[src/rtl/host_status_tx.sv]
// Host-to-player status transmitter: snapshots the game status on `send`, frames it as a
// 5-byte packet (header, letter, counts, index, XOR checksum) and shifts it out as 8N1 UART.
module host_status_tx #(
  parameter int unsigned CLKS_PER_BIT = 1250,
  parameter logic [7:0]  HEADER       = 8'hA5
) (
  input  logic       clk,
  input  logic       nRst,
  input  logic       send,
  input  logic [7:0] letter,
  input  logic [2:0] correct,
  input  logic [2:0] incorrect,
  input  logic [4:0] index_correct,
  input  logic       game_end,
  output logic       tx_serial,
  output logic       busy,
  output logic       done,
  output logic       overrun
);

  localparam int CW = $clog2(CLKS_PER_BIT);

  typedef enum logic [1:0] {IDLE, START, DATA, STOP} state_t;

  state_t          state_q, state_d;
  logic [CW-1:0]   clk_cnt_q, clk_cnt_d;
  logic [2:0]      bit_idx_q, bit_idx_d;
  logic [2:0]      byte_idx_q, byte_idx_d;
  logic [4:0][7:0] pkt_q, pkt_d;
  logic [7:0]      shift_q, shift_d;
  logic            tx_d, busy_d, done_d, overrun_d;
  logic            bit_end;
  logic [7:0]      status_byte, index_byte, cur_byte;

  assign bit_end     = (clk_cnt_q == CW'(CLKS_PER_BIT - 1));
  assign status_byte = {game_end, incorrect, 1'b0, correct};
  assign index_byte  = {3'b000, index_correct};

  always_comb begin
    case (byte_idx_q)
      3'd0:    cur_byte = pkt_q[0];
      3'd1:    cur_byte = pkt_q[1];
      3'd2:    cur_byte = pkt_q[2];
      3'd3:    cur_byte = pkt_q[3];
      default: cur_byte = pkt_q[4];
    endcase
  end

  // tx_d/busy_d/done_d describe the line in the *next* state, so the outputs come straight
  // from flops and the serial line cannot glitch.
  always_comb begin
    // NOTE: every signal gets a default first so no path through the case infers a latch.
    state_d    = state_q;
    clk_cnt_d  = clk_cnt_q;
    bit_idx_d  = bit_idx_q;
    byte_idx_d = byte_idx_q;
    pkt_d      = pkt_q;
    shift_d    = shift_q;
    tx_d       = tx_serial;
    busy_d     = busy;
    done_d     = 1'b0;
    overrun_d  = send && (state_q != IDLE);

    case (state_q)
      IDLE: begin
        tx_d   = 1'b1;
        busy_d = 1'b0;
        if (send) begin
          state_d    = START;
          clk_cnt_d  = '0;
          byte_idx_d = '0;
          pkt_d      = {HEADER ^ letter ^ status_byte ^ index_byte,
                        index_byte, status_byte, letter, HEADER};
          tx_d       = 1'b0;
          busy_d     = 1'b1;
        end
      end
      START: begin
        clk_cnt_d = clk_cnt_q + CW'(1);
        if (bit_end) begin
          state_d   = DATA;
          clk_cnt_d = '0;
          bit_idx_d = '0;
          tx_d      = cur_byte[0];
          shift_d   = {1'b0, cur_byte[7:1]};
        end
      end
      DATA: begin
        clk_cnt_d = clk_cnt_q + CW'(1);
        if (bit_end) begin
          clk_cnt_d = '0;
          if (bit_idx_q == 3'd7) begin
            state_d = STOP;
            tx_d    = 1'b1;
          end else begin
            bit_idx_d = bit_idx_q + 3'd1;
            tx_d      = shift_q[0];
            shift_d   = {1'b0, shift_q[7:1]};
          end
        end
      end
      STOP: begin
        clk_cnt_d = clk_cnt_q + CW'(1);
        if (bit_end) begin
          clk_cnt_d = '0;
          if (byte_idx_q == 3'd4) begin
            state_d = IDLE;
            tx_d    = 1'b1;
            busy_d  = 1'b0;
            done_d  = 1'b1;
          end else begin
            state_d    = START;
            byte_idx_d = byte_idx_q + 3'd1;
            tx_d       = 1'b0;
          end
        end
      end
      default: state_d = IDLE;
    endcase
  end

  always_ff @(posedge clk or negedge nRst) begin
    if (!nRst) begin
      state_q    <= IDLE;
      clk_cnt_q  <= '0;
      bit_idx_q  <= '0;
      byte_idx_q <= '0;
      pkt_q      <= '0;
      shift_q    <= '0;
      tx_serial  <= 1'b1;
      busy       <= 1'b0;
      done       <= 1'b0;
      overrun    <= 1'b0;
    end else begin
      // NOTE: non-blocking assignments so every flop samples the pre-edge values.
      state_q    <= state_d;
      clk_cnt_q  <= clk_cnt_d;
      bit_idx_q  <= bit_idx_d;
      byte_idx_q <= byte_idx_d;
      pkt_q      <= pkt_d;
      shift_q    <= shift_d;
      tx_serial  <= tx_d;
      busy       <= busy_d;
      done       <= done_d;
      overrun    <= overrun_d;
    end
  end

endmodule
[config.mk]
export PLATFORM = sky130hd
export DESIGN_NAME = host_status_tx
export DESIGN_NICKNAME = d
export VERILOG_FILES = /design/src/rtl/host_status_tx.sv
export SDC_FILE = /design/constraint.sdc
export NUM_CORES = 1
export LEC_CHECK = 0
export CORE_MARGIN = 1
export CORE_UTILIZATION = 55
export DETAILED_ROUTE_END_ITERATION = 16
export GPL_TIMING_DRIVEN = 0
export HOLD_SLACK_MARGIN = 0.08
export PLACE_DENSITY = 0.77
export SLEW_MARGIN = 30
export SYNTH_ARGS = -nofsm -noshare
export SYNTH_HDL_FRONTEND = slang
export SYNTH_SLANG_ARGS = --single-unit
[constraint.sdc]
create_clock -name clk -period 2.2 [get_ports clk]
set_input_delay 0.44 -clock clk [delete_from_list [all_inputs] [get_ports clk]]
set_output_delay 0.44 -clock clk [all_outputs]
set_load 0.01 [all_outputs]
Word-level counts from Yosys, hierarchy flattened

Cells that the tools add are included.

Bits in registers: 60
Logic and storage cells: 86
Output and inout bits: 4
Input bits: 23

Bitwise logic cells: 3
Mux-type cells: 36
Eq/ne operators: 17
Reductions and logical operators: 13
$add $sub $neg: 3

Operators by type and width:

| kind                    | count |
|---|---|
| $pmux W8 S4             | 1 |
| $mux W8                 | 3 |
| $mux W11                | 2 |
| $pmux W11 S2            | 1 |
| $mux W3                 | 6 |
| $ne A2 B2 Y1 const B    | 8 |
| $pmux W8 S2             | 1 |
| $mux W1                 | 12 |
| $pmux W3 S2             | 2 |
| $add A11 B1 Y11 const B | 1 |
| $eq A11 B11 Y1 const B  | 1 |
| $mux W2                 | 5 |
| $pmux W2 S4             | 1 |
| $reduce_and A4 Y1       | 2 |
| $xor A8 B5 Y8           | 1 |
| $xor A8 B8 Y8           | 1 |
| $add A3 B1 Y3 const B   | 2 |
| $eq A3 B2 Y1 const B    | 2 |
| $eq A3 B3 Y1 const B    | 2 |
| $reduce_and A3 Y1       | 2 |
| $reduce_bool A2 Y1      | 3 |
| $reduce_and A5 Y1       | 1 |
| $eq A2 B2 Y1 const B    | 2 |
| $not A4 Y4              | 1 |
| other kinds (9)         | 9 |

Depth between registers and ports, before layout

Gate-level depths: netlist of run 1.

Depth in word-level cells: 4
Depth in mapped cells: 8
Gate-level depth less buffers: 6

Least setup slack after synthesis of run 1

OpenSTA, ideal clock, no wires.

Path kind: reg-to-reg
Start: reg byte_idx_q[2]
End: reg shift_q[0]
Setup time: 66 ps
Path buffers: 1
Arrival time: 1935 ps
Stages on the path, launching flop included: 8
Setup slack: 199 ps
Data required time: 2134 ps
Clock period less this slack: 2001 ps
Cell sequence: dfrtp_1 -> clkbuf_1 -> inv_1 -> ha_1 -> or4_1 -> and2_0 -> o21ai_0 -> a221o_1

Longest elaborated chain between the ends: 4
Elaborated cells between the ends (all ways): 7
Those cells by class: eq/ne: 3; mux: 3; reduce/logical: 1

RTL lines:

| what                                       | line | source |
|---|---|---|
| from (decl)                                | 28   | `logic [2:0] byte_idx_q, byte_idx_d;` |
| from (signal assigned)                     | 139  | `byte_idx_q <= byte_idx_d;` |
| $eq A3 B2 Y1, or another cell as far along | 40   | `case (byte_idx_q)` |
| $pmux W8 S4 *                              | 40   |  |
| $mux W8 *                                  | 80   | `if (bit_end) begin` |
| $pmux W8 S2 *                              | 64   | `case (state_q)` |
| to (signal assigned)                       | 141  | `shift_q <= shift_d;` |
| to (decl)                                  | 30   | `logic [7:0] shift_q, shift_d;` |

Mark *: on every way between the ends. The rest lies on a longest branch, timed or not. The select of a mux whose other input is x is not followed.
A chain may end at the register's enable or synchronous reset.

Final worst setup path of run 1

Start: reg byte_idx_q[1]
End: reg shift_q[0]

Same word-level chain as after synthesis.

==> reports/metrics.yaml, run 1 <==
status: "complete, no violations"
p_sw_share_pct: 20.4
cp.arrival_ps: 2340
cts.sinks: 59
cts.path.max_buffers: 2
placed_cell_area_um2: 3430
wl_per_cell_um: 16.4
yosysWarnings: 0
final_cell_mix: "dfrtp_1, nand2_1, clkdlybuf4s50_1, mux2_2, o21ai_0"
ys_types: 46
boundaryPins: 27
max-cap-violations: 0
synth_edf_count: 0
r2r_cells: 6
start_util_pct: 58.5
antenna_found_initial: 0
cts_root_buf: "clkbuf_8"
gp_congestion: 0.804
post-cts-setup-buffers: 0
yosys.area.top_type: "dfrtp_1"
seqPwrFrac_pct: 47.1
cts_tree: "built"
power_frac_clock_pct: 48.5
dieWidth_um: 76.7
path_max_fanout: 7
overflow: 0
holdCritPathClass: "flip-flop to flip-flop"
grt.total_usage_pct: 25.2
p_leak_nw: 1.74
peakVddDrop_mv: 0.434
die_area_um2: 5880
fin_crit_sh_pct: 94.0
power_frac_comb_pct: 4.4
layout_commonest_cell: "dfrtp_1"
firstDrtPassIters: 4
post-place-ws_ps: -287
syn_to_final_growth_pct: 19.6
worst_slack_ps: 131
design_area_um2: 3670
coreArea_um2: 5240
start_kind: "flip-flop"
layout_min_cycle_time_ps: 2070
syn-instance-count: 288
nets: 362
internal-power_mw: 1.84
first_iter_violations: 178
worstMarginPinSlew_ps: 637
drive_above_1_share_pct: 15.2
clock_latency_ps: 340
skew_ps: 7.82
synth-seq-area-share_pct: 48.2
dieHeight_um: 76.7
drc: 0
synth_area_um2: 3070
power.density_nw_per_um2: 628
grt_max_degree: 39
avgSynthCellArea_um2: 10.6
setup_viol: 0
yosysTopAreaCellShare_pct: 47.3
synth_flop_cell: "dfrtp_1"
core.rowCount: 26
worstPathRequired_ps: 2470
grt_setup_unrepaired: "no"
cts.htree.levels: 3
synth.area.top_cells: "dfrtp_1, mux2_2, ha_1"
viasPerCell: 5.88
end_kind: "flip-flop"
antenna-diode-count: 0
cts_buffers: 9
antenna_left: 0
clk_pin_slew_ps: 70
num_vias: 2350
final_max_slew_viol_count: 0
syn-num-nets: 325
holdPathStages: 1
crit_type: "flip-flop to flip-flop"
dpl.hpwl_um: 4730
grt_pass1_wl_um: 11400
portBuffers: 26
p_sw_uw: 469
synthArstFlopShare_pct: 100
ys_seq_elements: 59
slew_headroom_pct: 57.5
max_freq_mhz: 483
wl_um: 6550
hold_violations: 0
grt_pass1_vias: 2375
==> metal layers <==
metal  track usage, %  vias up  wire length, um
met4             9.42        0               69
li1                 -     1126                -
met3             6.90        7              254
met2             39.4       42             3230
met1             33.4     1175             2990
met5                0        -                0
==> final cells by class <==
cell class / instances / area, um^2
Clock inverter: 5 / 75.1
Sequential cell: 59 / 1480
Tap cell: 70 / 87.6
Buffer: 10 / 42.5
Inverter: 9 / 33.8
Clock buffer: 11 / 151
Multi-Input combinational cell: 208 / 1510
Timing Repair Buffer: 28 / 288
Fill cell: 407 / 1570
==> synth_stat cells (2+ instances only) <==
cell type / number
buf_2: 2
a41oi_1: 2
and2_1: 4
a221o_1: 4
nor3_1: 2
dfrtp_1: 58
o21ai_0: 19
nand2_1: 32
clkbuf_1: 10
a21oi_1: 10
nor2b_1: 10
nand3_1: 8
ha_1: 14
a31oi_1: 9
nand2b_1: 6
xnor2_1: 10
o31ai_1: 6
o211ai_1: 2
mux2_2: 21
nor4_1: 2
mux2i_1: 4
xor2_1: 4
nor2_1: 10
a222oi_1: 3
nand4_1: 2
inv_1: 9
a22o_1: 6
==> critical path, cell delays in order, from the launching register on <==
cell,delay [ps]
dfrtp_1,430
ha_1,220
ha_2,230
or4_1,520
and2_2,270
o21ai_1,150
a221o_1,170
==> power by group through the flow <==
stage | clock network [mW] | logic [mW] | registers (mW)
after floorplan | 0 | 0.0217 | 1.11
after global placement | 0 | 0.0957 | 1.11
after detailed placement | 0 | 0.101 | 1.11
after CTS | 1.14 | 0.103 | 1.09
after global routing | 1.19 | 0.111 | 1.09
final | 1.12 | 0.101 | 1.09
==> path summary, 6_finish.rpt <==
check	startpoint	endpoint	slack (ps)
max	byte_idx_q[1]	shift_q[0]	130
min	pkt_q[0]	pkt_q[0]	470
max reg2reg	byte_idx_q[1]	shift_q[0]	130
min reg2reg	pkt_q[0]	pkt_q[0]	470
max in group asynchronous	nRst	tx_serial	1120
min in group asynchronous	nRst	overrun	530
==> metrics by stage <==
stage	cells	setup TNS, ps	hold slack [ps]	utilization (%)	total power [mW]
finish	400	0	473	70.0	2.30
global route	400	0	496	70.0	2.39
CTS	401	0	477	70.0	2.33
detailed placement	385	-2320	355	65.5	1.21
global placement	384	-73230	452	65.2	1.20
floorplan	288	0	144	-	1.13
==> sequential cells by signal, indices dropped and copies added (netlist names) <==
signal and flops:
overrun 1, busy 1, byte_idx_q 3, state_q 2
clk_cnt_q 11, shift_q 7, done 1, bit_idx_q 3
pkt_q 29, tx_serial 1
==> what timing repair did <==
action	CTS	global route
endpoints found under the setup margin	10	7
hold buffers	1	0
hold endpoints to repair	21	0
gates resized for setup	4	5
==> cell families (layout without fill, tap and decap cells) <==
group	after synthesis	count (layout)	synth area share, %
compound gates	72	72	16.5
xor+xnor	14	14	4.00
fa+ha+maj	14	14	5.71
buf+inv	21	63	2.65
flops	59	59	48.2
mux	25	25	9.02
simple gates	83	83	13.9
(Power assumes the default switching activity.)
==> inputs of run 2 (changes only) <==
--- a/config.mk
+++ b/config.mk
@@ -11,4 +11,5 @@
 export GPL_TIMING_DRIVEN = 0
 export HOLD_SLACK_MARGIN = 0.08
+export MAX_ROUTING_LAYER = met4
 export PLACE_DENSITY = 0.77
 export SLEW_MARGIN = 30
==> constraint.sdc (replaced) <==
create_clock -name clk -period 2.2 [get_ports clk]
set_input_delay 0.22 -clock clk [delete_from_list [all_inputs] [get_ports clk]]
set_output_delay 0.22 -clock clk [all_outputs]
set_load 0.01 [all_outputs]
==> reports/metrics.yaml, run 2 (synthesis gave the netlist of run 1 again) <==
final_cell_mix: "dfrtp_1, nand2_1, clkdlybuf4s50_1, mux2_2, o21ai_0"  # unchanged
max-cap-violations: 0  # unchanged
fin_crit_sh_pct: 93.9  # was 94.0%
finalNonFillerCells: 400  # unchanged
drc: 0  # unchanged
start_kind: "flip-flop"  # unchanged
antenna_found_initial: 0  # unchanged
post-cts-setup-buffers: 0  # unchanged
dieWidth_um: 76.7  # unchanged
cp_num_buf_inv: 0  # unchanged
largest_reg_flops: 29  # unchanged
cts.htree.levels: 3  # unchanged
viasPerCell: 5.86  # was 5.88
clock_latency_ps: 340  # about the same
drive_above_1_share_pct: 15.2  # unchanged
path_max_fanout: 7  # unchanged
grt_pass1_vias: 2379  # was 2375
p_leak_nw: 1.74  # unchanged
cts.sinks: 59  # unchanged
antenna_left: 0  # unchanged
layout_commonest_cell: "dfrtp_1"  # unchanged
end_kind: "flip-flop"  # unchanged
grt.total_usage_pct: 25.8  # was 25.2%
max_stage_delay_ps: 520  # about the same
design_area_um2: 3670  # unchanged
peakVddDrop_mv: 0.432  # was 0.434 mV
finish.utilization_pct: 70.0  # unchanged
power_mw: 2.31  # was 2.30 mW
path_cells: "ha_1, ha_2, or4_1, and2_2, o21ai_1, a221o_1"  # unchanged
start_util_pct: 58.5  # unchanged
cts_root_buf: "clkbuf_8"  # unchanged
cp.arrival_ps: 2340  # about the same
gp_congestion: 0.815  # was 0.804
layout_min_cycle_time_ps: 2070  # about the same
crit_type: "flip-flop to flip-flop"  # unchanged
grt_max_degree: 39  # unchanged
top_register: "pkt_q"  # unchanged
nets: 362  # unchanged
num_vias: 2342  # was 2350
status: "complete, no violations"  # unchanged
wl_um: 6560  # was 6550 um
coreArea_um2: 5240  # unchanged
setup_viol: 0  # unchanged
largest_registers: "pkt_q x29, clk_cnt_q x11, shift_q x7"  # unchanged
grt_pass1_wl_um: 11400  # about the same
worstMarginPinSlew_ps: 633  # was 637 ps
holdCritPathClass: "input pin to async pin"  # was flip-flop to flip-flop
skew_ps: 6.68  # was 7.82 ps
antenna-diode-count: 0  # unchanged
worst_slack_ps: 135  # was 131 ps
firstDrtPassIters: 4  # unchanged
crit_family: "simple AND/OR/NAND/NOR gates"  # unchanged
cts_buffers: 9  # unchanged
worstPathRequired_ps: 2480  # was 2470 ps
slew_headroom_pct: 57.8  # was 57.5%
core.rowCount: 26  # unchanged
power.density_nw_per_um2: 629  # was 628 nW/um^2
portBuffers: 26  # unchanged
final_max_slew_viol_count: 0  # unchanged
overflow: 0  # unchanged
boundaryPins: 27  # unchanged
first_iter_violations: 172  # was 178
slowest_stage: "or4_1"  # unchanged
dp.cells: 385  # unchanged
cts_tree: "built"  # unchanged
placed_cell_area_um2: 3430  # unchanged
die_area_um2: 5880  # unchanged
hold_violations: 0  # unchanged
cts.path.max_buffers: 2  # unchanged
dpl.hpwl_um: 4730  # unchanged
wl_per_cell_um: 16.4  # about the same
post-place-ws_ps: -205  # was -287 ps
syn_to_final_growth_pct: 19.6  # unchanged
max_freq_mhz: 484  # was 483 MHz
grt_setup_unrepaired: "no"  # unchanged
dieHeight_um: 76.7  # unchanged
clk_pin_slew_ps: 70  # about the same
-- run 2: cell counts in the layout (fill, tap and decap cells not counted) --
No cell type changed its count.
-- run 2: area by class of cell --
| class | instances | area [um^2] |
|---|---|---|
| Tap cell | 70 | 87.6 |
| Clock buffer | 11 | 151 |
| Sequential cell | 59 | 1480 |
| Timing Repair Buffer | 28 | 288 |
| Fill cell | 407 | 1570 |
| Inverter | 9 | 33.8 |
| Buffer | 10 | 42.5 |
| Clock inverter | 5 | 75.1 |
| Multi-Input combinational cell | 208 | 1510 |
-- run 2: stage by stage --
step	TNS [ps]	hold slack (ps)
global route	0	349
global placement	-59320	452
detailed placement	-1100	135
CTS	0	308
finish	0	302
floorplan	0	-75.6
-- run 2: timing repair --
| item | 4_1_cts | 5_1_grt |
|---|---|---|
| hold buffers | 1 | 0 |
| setup endpoints to repair | 10 | 7 |
| hold endpoints to repair | 21 | 0 |
| resized for setup | 4 | 5 |
-- run 2: final timing paths --
kind                       cells past startpoint    endpoint  slack (ps)     startpoint
min                                            2     overrun         300           nRst
max reg2reg                                    6  shift_q[0]         130  byte_idx_q[1]
max                                            6  shift_q[0]         130  byte_idx_q[1]
min in group clk                               1    pkt_q[0]         480       pkt_q[0]
min reg2reg                                    1    pkt_q[0]         480       pkt_q[0]
max in group asynchronous                      3   tx_serial        1350           nRst
-- run 2: power breakdown --
group	internal, mW	total (mW)	switching (mW)
sequential	1.09	1.09	0.000192
clock	0.693	1.12	0.426
combinational	0.0559	0.101	0.0447
-- run 2: routing by layer --
metal | vias to the layer above | routed length [um] | global-route usage, % | part of all wire, %
li1 | 1124 | - | - | -
met1 | 1157 | 2950 | 33.4 | 45
met2 | 49 | 3230 | 39.4 | 49
met3 | 12 | 290 | 6.55 | 4.4
met4 | 0 | 93 | 9.42 | 1.4
met5 | - | 0 | - | 0
==> RTL change 1, RTL diff (flow settings as in run 2) <==
Register the output `overrun` once more, without a reset; this adds one clock of latency there. The other outputs are not delayed to match.
--- a/src/rtl/host_status_tx.sv
+++ b/src/rtl/host_status_tx.sv
@@ -21,6 +21,8 @@
   localparam int CW = $clog2(CLKS_PER_BIT);
 
   typedef enum logic [1:0] {IDLE, START, DATA, STOP} state_t;
+
+  logic overrun_s0;
 
   state_t          state_q, state_d;
   logic [CW-1:0]   clk_cnt_q, clk_cnt_d;
@@ -130,7 +132,7 @@
       tx_serial  <= 1'b1;
       busy       <= 1'b0;
       done       <= 1'b0;
-      overrun    <= 1'b0;
+      overrun_s0 <= 1'b0;
     end else begin
       // NOTE: non-blocking assignments so every flop samples the pre-edge values.
       state_q    <= state_d;
@@ -142,8 +144,12 @@
       tx_serial  <= tx_d;
       busy       <= busy_d;
       done       <= done_d;
-      overrun    <= overrun_d;
+      overrun_s0 <= overrun_d;
     end
   end
 
+  always_ff @(posedge clk) begin
+    overrun <= overrun_s0;
+  end
+
 endmodule
Behaviour: not the same (Yosys sat finds a counterexample within 4 cycles, from zero or initial values and one cycle with nRst low).
==> RTL change 1 against run 2 <==
- power is 11% lower
- sequential share of layout area increased by 0.91 points
- cell count grew 0.25%
- critical path depth unchanged
- synthesized area grew 0.65%
- sequential cell count is 1 higher
- core utilization shrank 1.0 points
- routed wire length fell by 2.2%
- setup slack lost 0.0080 ns
- final area is 0.89% lower
- clock skew is essentially flat
- worst hold slack got worse by 0.016 ns
- non-clock buffer count did not move
- highest routed layer unchanged
==> RTL change 1: results (changes against run 2) <==
outcome=finished clean; HPWL after DPL=4510 µm (-4.6%); register area share after synthesis=0.485 (+0.00336); post-cts resize count=5 (+1); Met3 Wirelength=268 µm (-7.6%); Leak=1.72 nW (-1.2%); antenna violations before repair=0 (unchanged); pin count of the biggest net entering global routing=43 (+10%); Placed Area=0.00345 mm² (+0.58%); Slowest-stage cell, CP=or4_1; diode count=0 (unchanged); top sig layer=met4; CTS Hold Bufs=1 (unchanged); FILL cells=426 (+4.7%); M1 GR Usage=0.314 (-0.0198); grt met2 use=0.379 (-0.0151); Setup Skew=0.00692 ns (+0.000240 ns); NumNets Final=363 (+0.28%); vias in the first global route=2,274 (-4.4%); share of cells above drive strength 1=0.148 (-0.00348); Synth async-reset ratio=0.983 (-0.0167); prevailing post-synth register cell=dfrtp_1; first-pass GRT wire length=11,000 µm (-3.6%); GRT Util Overall=0.248 (-0.0101); total wire length=6410 µm (-2.2%); met3 usage=0.0702 (+0.00476); Synth Warn #=0 (unchanged); count of different cell masters after synthesis=47 (+2.2%); Final ANT Viol Nets=0 (unchanged); worst hold path class=in2async; clock latency on the worst-skew pair=0.34 ns (about the same); wl on met1=2980 µm (+1.1%); worst-margin pin slew=0.666 ns (+0.0328 ns); metal2 WL=3100 µm (-3.8%); Peak supply drop=0.532 mV (+23%); Synth area leaders=dfrtp_1, mux2_2, ha_1, nand2_1, o21ai_0; Initial DRC Count=150 (-13%); GPL Wtd Cong=0.870 (+6.7%); Syn Nets=326 (+0.31%); number of vias per cell=5.92 (+1.0%)
RTL change 1: cell types whose count changed after synthesis, sizes merged:
| cell | delta |
|---|---|
| dfxtp | +1 |
RTL change 1: cell type report:
class	count	area, µm²	share of cell area
clock inverters	3	15.0	0.00413
repair buffers	28	288	0.0792
well taps	70	87.6	0.0241
flip-flops and latches	60	1500	0.412
clock buffers	13	149	0.0410
multi-input cells	208	1520	0.418
plain buffers	10	42.5	0.0117
inverters	9	33.8	0.00929
RTL change 1: through the flow:
step,instances,hold slack [ns],setup WS [ns]
3_3_place_gp,385,0.326,-0.972
4_1_cts,402,0.289,0.0554
5_1_grt,401,0.315,0.00365
2_1_floorplan,289,-0.0756,0.199
3_5_place_dp,386,0.106,-0.236
6_report,401,0.286,0.127
RTL change 1: cells by family after synthesis:
logic type	after synthesis	share of synthesized area
buffers and inverters	21	0.0264
multiplexers	25	0.0896
XOR/XNOR	14	0.0397
flip-flops	60	0.485
AO/OA/AOI/OAI	72	0.164
adder cells (fa/ha/maj)	14	0.0568
AND/OR/NAND/NOR	83	0.138
RTL change 1: critical path, delay by kind of cell (launching register included):
kind / cells / cell delay [ns]
adders and majority gates: 2 / 0.45
and+or+nand+nor: 2 / 0.81
DFF: 1 / 0.44
AOI/OAI and AO/OA: 2 / 0.30
RTL change 1: where the power goes:
group	switching [mW]	internal, mW
logic	0.0436	0.0560
clock network	0.413	0.435
registers	0.000497	1.11
total	0.458	1.60
RTL change 1: final timing paths:
check	start	end	slack (ns)	cells after the start
setup reg to reg	byte_idx_q[1]	tx_serial	0.13	6
hold reg to reg	overrun_s0	overrun	0.36	0
min in group clk	overrun_s0	overrun	0.36	0
hold / removal	nRst	clk_cnt_q[3]	0.29	2
setup / recovery	byte_idx_q[1]	tx_serial	0.13	6
max in group asynchronous	nRst	byte_idx_q[2]	1.42	3
==> RTL change 2, RTL diff (config.mk and constraints of run 2) <==
Made on the original files. `CLKS_PER_BIT`: 1250 -> 625.
--- a/src/rtl/host_status_tx.sv
+++ b/src/rtl/host_status_tx.sv
@@ -1,7 +1,7 @@
 // Host-to-player status transmitter: snapshots the game status on `send`, frames it as a
 // 5-byte packet (header, letter, counts, index, XOR checksum) and shifts it out as 8N1 UART.
 module host_status_tx #(
-  parameter int unsigned CLKS_PER_BIT = 1250,
+  parameter int unsigned CLKS_PER_BIT = 625,
   parameter logic [7:0]  HEADER       = 8'hA5
 ) (
   input  logic       clk,
Function: same outputs for any inputs over 10 cycles, from zero or initial values and one cycle with nRst low; that may be too few to reach the edited logic, so the function may still have changed.
==> RTL change 2 against run 2 <==
- setup slack improved by 0.060 ns
- first-iteration DRC count down 8.7%
- clock skew increased by 0.0015 ns
- routed wire length down 6.9%
- final area shrank 4.5%
- synthesized area shrank 3.7%
- sequential cell count down 1
- critical path type unchanged
- highest routed layer unchanged
Power is not compared: it rests on default switching activity, and its combinational part moved more than twofold at a synthesized area within 25%.
==> RTL change 2: results (changes against run 2) <==
slowest cell delay on critical path=0.43 ns (-0.09 ns); Slew HR=0.689 (+0.111); Synth area leaders=dfrtp_1, ha_1, mux2_1, nand2_1, mux2_2; vias in the first global route=2,130 (-10%); Post-synth top cells=dfrtp_1, nand2_1, o21ai_1, ha_1, mux2_1; Setup Skew=0.00821 ns (+0.00153 ns); FILL cells=426 (+4.7%); Non-clk invs=11 (+2); count of different cell masters after synthesis=45 (-2.2%); Via Count=2,220 (-5.2%); CP max FO=8 (+1); first-pass GRT wire length=9990 µm (-12%); HPWL after DPL=4340 µm (-8.3%); outcome=finished clean; WL/cell=15.9 µm (-3.3%); Syn Nets=310 (-4.6%); CTS Sinks=58 (-1.7%); GRT Util Overall=0.257 (-0.00141); Slowest-stage cell, CP=dfrtp_1; Top Registers=pkt_q: 29 flops, clk_cnt_q: 10 flops, shift_q: 7 flops; Initial DRC Count=157 (-8.7%); NonClk Buf Share=0.0946 (+0.00457); register area share after synthesis=0.492 (+0.0101); Multi-input comb cells=192 (-7.7%); share of cells above drive strength 1=0.121 (-0.0309)
RTL change 2: changes by cell type after synthesis, moves of 3 or more:
cell / change
a221oi_1: +3
a21oi_1: +3
a221o_1: -4
and2_1: -3
o21ai_0: -9
o31ai_1: -6
nor2_1: -6
mux2_2: -12
buf_2: +3
o21ai_1: +15
clkbuf_1: -3
mux2_1: +14
a22o_1: -4
RTL change 2: cells by family after synthesis:
kind of cell               Yosys count  share of synthesized area
muxes                               26                     0.0979
and+or+nand+nor                     69                      0.121
xor gates and xnor gates            12                     0.0356
adders and majority gates           14                     0.0593
buffers and inverters               23                     0.0314
DFF                                 58                      0.492
AOI/OAI and AO/OA                   71                      0.163
RTL change 2: final timing paths:
path                                from             to  slack, ns  depth (start not counted)
max                        byte_idx_q[0]      tx_serial       0.19                          6
min                                 nRst     shift_q[6]       0.33                          2
max reg2reg                byte_idx_q[0]      tx_serial       0.19                          6
min reg2reg                    pkt_q[32]      pkt_q[32]       0.48                          2
max in group asynchronous           nRst  byte_idx_q[2]       1.37                          3
min in group clk               pkt_q[32]      pkt_q[32]       0.48                          2
RTL change 2: metrics by stage:
stage	util	instance area, µm²
3_5_place_dp	0.645	3320
2_1_floorplan	-	2950
4_1_cts	0.682	3510
3_3_place_gp	0.642	3300
5_1_grt	0.682	3500
6_report	0.682	3500
RTL change 2: timing repair:
| item | CTS | global route |
|---|---|---|
| pin swaps | 0 | 0 |
| gates resized for setup | 0 | 1 |
| cloned | 0 | 0 |
| endpoints found under the hold margin | 24 | 0 |
| buffers inserted | 0 | 0 |
| setup endpoints to repair | 1 | 3 |
| hold buffers | 1 | 0 |
RTL change 2: per-layer routing:
layer  share of wire  global-route usage
met2            0.46               0.372
met3           0.041              0.0803
met1            0.47               0.338
met4           0.029              0.0988
met5               0                   -
